### src/rtl/gat_bram_loader.sv
// Streams 32-bit source beats into BRAM port A at consecutive word addresses.
// Signals completion with a level load_done and flags length mismatches.
module gat_bram_loader #(
  parameter int unsigned DEPTH  = 242101,
  parameter int unsigned ADDR_W = $clog2(DEPTH) + 2
) (
  input  logic              clk,
  input  logic              rst,
  input  logic              start,
  input  logic [ADDR_W-3:0] num_words,
  input  logic              s_valid,
  input  logic [31:0]       s_data,
  input  logic              s_last,
  output logic              s_ready,
  output logic [31:0]       bram_din,
  output logic              bram_ena,
  output logic              bram_wea,
  output logic [ADDR_W-1:0] bram_addra,
  output logic              load_done,
  output logic              busy,
  output logic              len_err
);

  localparam int unsigned CNT_W = ADDR_W - 2;

  typedef enum logic [1:0] {IDLE, LOAD, FLUSH, DONE} state_t;

  state_t           state;
  logic [CNT_W-1:0] word_cnt;
  logic [CNT_W-1:0] num_words_q;
  logic             final_beat_c;

  assign s_ready      = (state == LOAD);
  assign busy         = (state == LOAD);
  assign final_beat_c = (word_cnt == num_words_q - CNT_W'(1));

  // FLUSH gives the last write one cycle to commit before load_done rises.
  always_ff @(posedge clk) begin
    if (rst) begin
      state       <= IDLE;
      word_cnt    <= '0;
      num_words_q <= '0;
      bram_din    <= '0;
      bram_ena    <= 1'b0;
      bram_wea    <= 1'b0;
      bram_addra  <= '0;
      load_done   <= 1'b0;
      len_err     <= 1'b0;
    end else begin
      bram_ena <= 1'b0;
      bram_wea <= 1'b0;
      case (state)
        IDLE, DONE: begin
          if (start) begin
            num_words_q <= num_words;
            word_cnt    <= '0;
            load_done   <= 1'b0;
            len_err     <= 1'b0;
            state       <= (num_words == '0) ? FLUSH : LOAD;
          end
        end
        LOAD: begin
          if (s_valid) begin
            bram_ena   <= 1'b1;
            bram_wea   <= 1'b1;
            bram_din   <= s_data;
            bram_addra <= {word_cnt, 2'b00};
            word_cnt   <= word_cnt + CNT_W'(1);
            if (final_beat_c) begin
              state <= FLUSH;
              if (!s_last) len_err <= 1'b1;
            end else if (s_last) begin
              state   <= FLUSH;
              len_err <= 1'b1;
            end
          end
        end
        FLUSH: begin
          state     <= DONE;
          load_done <= 1'b1;
        end
        default: state <= IDLE;
      endcase
    end
  end

endmodule

### config.mk
export PLATFORM = sky130hd
export DESIGN_NAME = gat_bram_loader
export DESIGN_NICKNAME = d
export VERILOG_FILES = /design/src/rtl/gat_bram_loader.sv
export SDC_FILE = /design/constraint.sdc
export NUM_CORES = 1
export LEC_CHECK = 0
export BUFFER_PORTS_ARGS = -buffer_cell sky130_fd_sc_hd__buf_2
export CAP_MARGIN = 20
export CORE_ASPECT_RATIO = 0.75
export CORE_MARGIN = 3
export CORE_UTILIZATION = 38
export DETAILED_ROUTE_END_ITERATION = 8
export GPL_TIMING_DRIVEN = 0
export PLACE_DENSITY = 0.71
export RECOVER_POWER = 50
export SYNTH_ARGS = -nofsm -noshare
export SYNTH_HDL_FRONTEND = slang
export SYNTH_SLANG_ARGS = --single-unit
### constraint.sdc
create_clock -name clk -period 2.93 [get_ports clk]
set_input_delay 0.1465 -clock clk [delete_from_list [all_inputs] [get_ports clk]]
set_output_delay 0.1465 -clock clk [all_outputs]
set_load 0.005 [all_outputs]
# After elaboration in Yosys (flattened, before gate mapping)
# Cells that the tools add are included.
# Widths: inputs -> output; s select.
# word_totals
ff_bits	91
mem_bits_rw	0
romBits	0
output_inout_bits	58
word_cells	48
latch_bits	0
n_memories	0
inputBits	55
# op_classes
n_div	0
magnitude_cmp	0
n_bitwise	1
n_reduce_logical	12
shift	0
muxes	17
multipliers	0
n_eq_ne	8
add_sub_neg	2
# op_table
op	count
$mux 18	2
$pmux 18 s2	1
$add 18x1->18 const B	1
$eq 18x18->1	1
$logic_not 18->1	1
$sub 18x1->18 const B	1
$mux 2	5
$mux 1	6
$pmux 2 s3	1
$reduce_and 2->1	3
$reduce_and 3->1	2
$reduce_and 5->1	1
$eq 2x2->1 const B	2
$ne 2x2->1 const B	2
$pmux 1 s2	2
$reduce_bool 2->1	2
$reduce_or 2->1	2
$ne 3x2->1 const B	1
$ne 3x3->1 const B	1
$eq 2x1->1 const B	1
$logic_not 2->1	1
$not 1->1	1

# Logic depth before layout (Yosys ltp)
# depth
depth_word	5
depth_mapped	10

# Least setup slack after synthesis
# OpenSTA, ideal clock, no wires.
# synth_timing
kind	reg2reg
start	reg num_words_q[2]
end	reg state[1]
setup_slack_ns	0.380
arrival_time_ns	2.421
stages_incl_launch_ff	10
setup_time_ns	0.130
cell_sequence	dfxtp_1 -> buf_6 -> or4_4 -> or4b_1 -> and3_4 -> o31ai_4 -> nand3_2 -> a2111oi_4 -> o21ai_0 -> nor3b_2
# synth_between
elab_chain_len	5
elab_cells_between_ends	7
cone_classes	add/sub (1); eq/ne (2); mux (3); reduce/logical (1)
# synth_lines
element	line	rtl
start: declaration	30	logic [CNT_W-1:0] num_words_q;
start signal: assignment	55	num_words_q <= num_words;
$sub 18x1->18 (*)	35	assign final_beat_c = (word_cnt == num_words_q - CNT_W'(1));
$eq 18x18->1 (*)	35	
$mux 2	69	if (final_beat_c) begin
$mux 2	63	if (s_valid) begin
$pmux 2 s3	52	case (state)
end signal: assignment	59	state <= (num_words == '0) ? FLUSH : LOAD;
end: declaration	28	state_t state;
# Mark *: on every way between the ends. The rest lies on a longest branch, timed or not. The select of a mux whose other input is x is not followed.
# A chain may end at the register's enable or synchronous reset.

# Worst setup path after layout
# layout_timing
start	reg num_words_q[2]
end	reg state[0]
# The elaborated chain is that of the path after synthesis.

==> flow_summary_export.csv <==
group,metric,value,unit
drt,num_vias,3950,
drt,drtIter0Drc,237,
setup_path,worst_setup_path_end_kind,"register",
timing,drv_slew,0,
job,maxCapViolCount,0,
yosys,async_flop_share,0,%
setup_path,r2r_start,"num_words_q[2]$_SDFFE_PP0P_",
clock_network,cts_sinks,91,
clock_network,cts_hold_buf,0,
timing,post-route-period-util,97.9,%
setup_path,crit_family,"simple AND/OR/NAND/NOR gates",
pwr,peakVddDrop,0.363,mV
setup_path,cp-start-kind,"register",
setup_path,arrival,3080,ps
setup_path,r2r_slack,60,ps
floorplan,die_width,126,um
clock_network,cts_tree,"yes",
cells_and_area,finalInstanceArea,5180,um^2
yosys,yosysWarnings,0,
clock_network,path_clk_slew,60,ps
timing,hold_viol,0,
place,portBuffers,110,
yosys,synth-seq-cells,91,
drt,wl_per_cell,13.5,um
drt,ant_nets,0,
timing,setup-violations-final,0,
timing,fin_ws,60.2,ps
worst_hold_path,whs_endpoint,"bram_din[9]$_SDFFE_PP0P_",
timing,finalSetupTns,0,ps
yosys,synth_common_cells,"nand2_1, dfxtp_1, a21oi_1",
setup_path,required,3140,ps
timing,max_freq,348,MHz
global_route,grt_max_degree,15,
place,place_ws,-28.4,ps
yosys,netlist_area,4120,um^2
yosys,ys.flop_type,"dfxtp_1",
yosys,avgSynthCellArea,7.79,um^2
global_route,grt_usage,17.9,%
cells_and_area,n_antenna_cell,0,
floorplan,core_area,10400,um^2
cells_and_area,fillers,1042,
pwr,leakagePower,1.89,nW
cells_and_area,layout.nets,713,
setup_path,cp_max_fo,10,
clock_network,h-tree-depth,3,
timing,post-route-min-period,2870,ps
floorplan,initial_core_util,39.6,%
yosys,synthMostInstantiatedCell,"nand2_1",
yosys,synth_top_area_cell,"dfxtp_1",
yosys,syn_inst,529,
timing,rsz0062_at_grt,"yes",
drt,drc,0,
pwr,p_comb_share,30.5,%
cells_and_area,area_delta_synth_final,25.7,%
place,routabilityCongestion,0.846,
timing,max_slew.worst_pin.slew,652,ps
yosys,synth_edf_count,0,
status,status,"finished clean",
floorplan,ioPinCount,113,
worst_hold_path,hold_path_class,"input pin to register",
place,dpl.hpwl,8330,um
drt,drt-pass1-iter-count,4,
global_route,grt_pass1_vias,3749,
pwr,pwr-share-seq,36.6,%
clock_network,clock_latency,340,ps
setup_path,rr_endpoint,"state[0]$_SDFFE_PP0P_",
worst_hold_path,hold_start,"s_data[9]",
floorplan,row_count,32,
pwr,power_density,773,nW/um^2
drt,routed_via_density,4.97,
worst_hold_path,hold_depth,3,
global_route,antenna_found_initial,0,
yosys,yosysSeqAreaShare,44.2,%
yosys,synth_area_leaders,"dfxtp_1, nand2_1, a21oi_1",
floorplan,die_y,96.2,um
setup_path,crit_buf_inv,2,
place,place_area,4850,um^2
setup_path,cp_cell_sequence,"buf_6 -> or4_4 -> or4b_4 -> and3_4 -> o31ai_4 -> nand3_2 -> a2111oi_4 -> buf_4 -> o41ai_1",
setup_path,r2r_cells,9,
setup_path,cp_slowest_cell,"or4b_4",
clock_network,ctsRootBufferMaster,"clkbuf_16",
drt,wirelength,10700,um
timing,slew_headroom,56.2,%
global_route,grt_pass1_wl,17600,um
pwr,switching_share,32.6,%
pwr,p_int,0.00270,W
clock_network,cts_buffer_depth,2,
yosys,ys_types,51,
yosys,synth_top_area_share,44.2,%
pwr,power.share.clock,32.9,%
global_route,grt_overflow,0,
pwr,power.switching,0.00131,W
cells_and_area,drive_above_1_share,15.8,%
setup_path,max_stage_delay,520,ps
clock_network,numCtsBuffers,9,
timing,fin_skew,8.30,ps
floorplan,dieArea,12100,um^2
setup_path,crit_type,"register to register",
-- state kept, by name, summed over array words and instances (netlist names) --
| register | flops |
|---|---|
| state | 2 |
| bram_addra | 18 |
| word_cnt | 18 |
| bram_wea | 1 |
| num_words_q | 18 |
| bram_din | 32 |
| load_done | 1 |
| len_err | 1 |
-- how the worst max path moves through the flow --
stage / start / end / depth (start not counted)
after floorplan: num_words_q[2]$_SDFFE_PP0P_ / state[1]$_SDFFE_PP0P_ / 9
after global placement: num_words_q[0]$_SDFFE_PP0P_ / state[1]$_SDFFE_PP0P_ / 10
after detailed placement: num_words_q[0]$_SDFFE_PP0P_ / state[1]$_SDFFE_PP0P_ / 10
after CTS: num_words_q[0]$_SDFFE_PP0P_ / state[1]$_SDFFE_PP0P_ / 10
after global routing: num_words_q[2]$_SDFFE_PP0P_ / state[1]$_SDFFE_PP0P_ / 9
final: num_words_q[2]$_SDFFE_PP0P_ / state[0]$_SDFFE_PP0P_ / 9
-- per-stage QoR --
stage               hold WS, ps  instances  power (W)  util, %
floorplan                   282        530    0.00234        -
global placement            388        776    0.00263     46.6
detailed placement          394        776    0.00268     46.6
CTS                        28.4        791    0.00402     49.9
global route               21.9        794    0.00427     49.8
finish                     37.8        794    0.00401     49.8
-- cells in the final DEF (no fill, tap or decap), drive strengths merged, types with 2 or more instances in the layout --
cell | synthesis | routed
nand2 | 150 | 150
dfxtp | 91 | 91
clkbuf | 25 | 81
buf | 12 | 80
a21oi | 78 | 78
nor2 | 23 | 23
xnor2 | 17 | 17
xor2 | 16 | 16
o21ai | 14 | 14
inv | 11 | 11
nand4 | 11 | 11
nand3 | 11 | 11
nor3 | 8 | 8
nor4 | 8 | 8
or3 | 7 | 7
and3 | 5 | 5
or4 | 4 | 4
ha | 4 | 4
and2 | 3 | 3
o221ai | 3 | 3
bufinv | 0 | 3
nor3b | 3 | 3
nand2b | 2 | 2
a22oi | 2 | 2
o21a | 2 | 2
nand4b | 2 | 2
conb | 1 | 2
-- layer usage --
metal | global-route usage [%] | vias to the layer above | wire length [um] | part of all wire (%)
li1 | - | 2025 | - | -
met1 | 25.2 | 1825 | 5240 | 49
met2 | 27.3 | 92 | 4790 | 45
met3 | 4.71 | 8 | 618 | 5.8
met4 | 5.00 | 0 | 63 | 0.59
met5 | 0 | - | 0 | 0
-- power groups by stage --
stage                     clock network, W  registers, W  logic (W)
after floorplan                          0       0.00147   0.000877
after global placement                   0       0.00147    0.00116
after detailed placement                 0       0.00148    0.00120
after CTS                          0.00135       0.00145    0.00121
after global routing               0.00141       0.00148    0.00138
final                              0.00132       0.00147    0.00122
-- what timing repair did --
action | 4_1_cts | 5_1_grt
buffers inserted | 0 | 4
endpoints found under the setup margin | 1 | 8
pin swaps | 0 | 6
resized for setup | 1 | 6
-- cell families after synthesis --
kind of cell             share of synthesized area (%)
other                                           0.0910
buffers and inverters                             4.95
flip-flops                                        44.2
AO/OA/AOI/OAI                                     15.0
adder cells (fa/ha/maj)                           1.21
XOR/XNOR                                          7.01
AND/OR/NAND/NOR                                   27.3
multiplexers                                     0.243
-- worst register-to-register path, delay by kind of cell (launching register included) --
kind | cells | cell delay (ps)
simple gates | 4 | 1370
compound gates | 3 | 730
buf+inv | 2 | 330
flops | 1 | 310
-- area by class of cell --
class                           instances  area, um^2  share of cell area [%]
Timing Repair Buffer                  114         527                    10.2
Multi-Input combinational cell        391        2120                    40.9
Buffer                                 36         159                    3.07
Clock inverter                          4        98.8                    1.91
Tap cell                              136         170                    3.28
Inverter                               11        41.3                   0.797
Clock buffer                           11         243                    4.68
Sequential cell                        91        1820                    35.2
(Power assumes the default switching activity.)
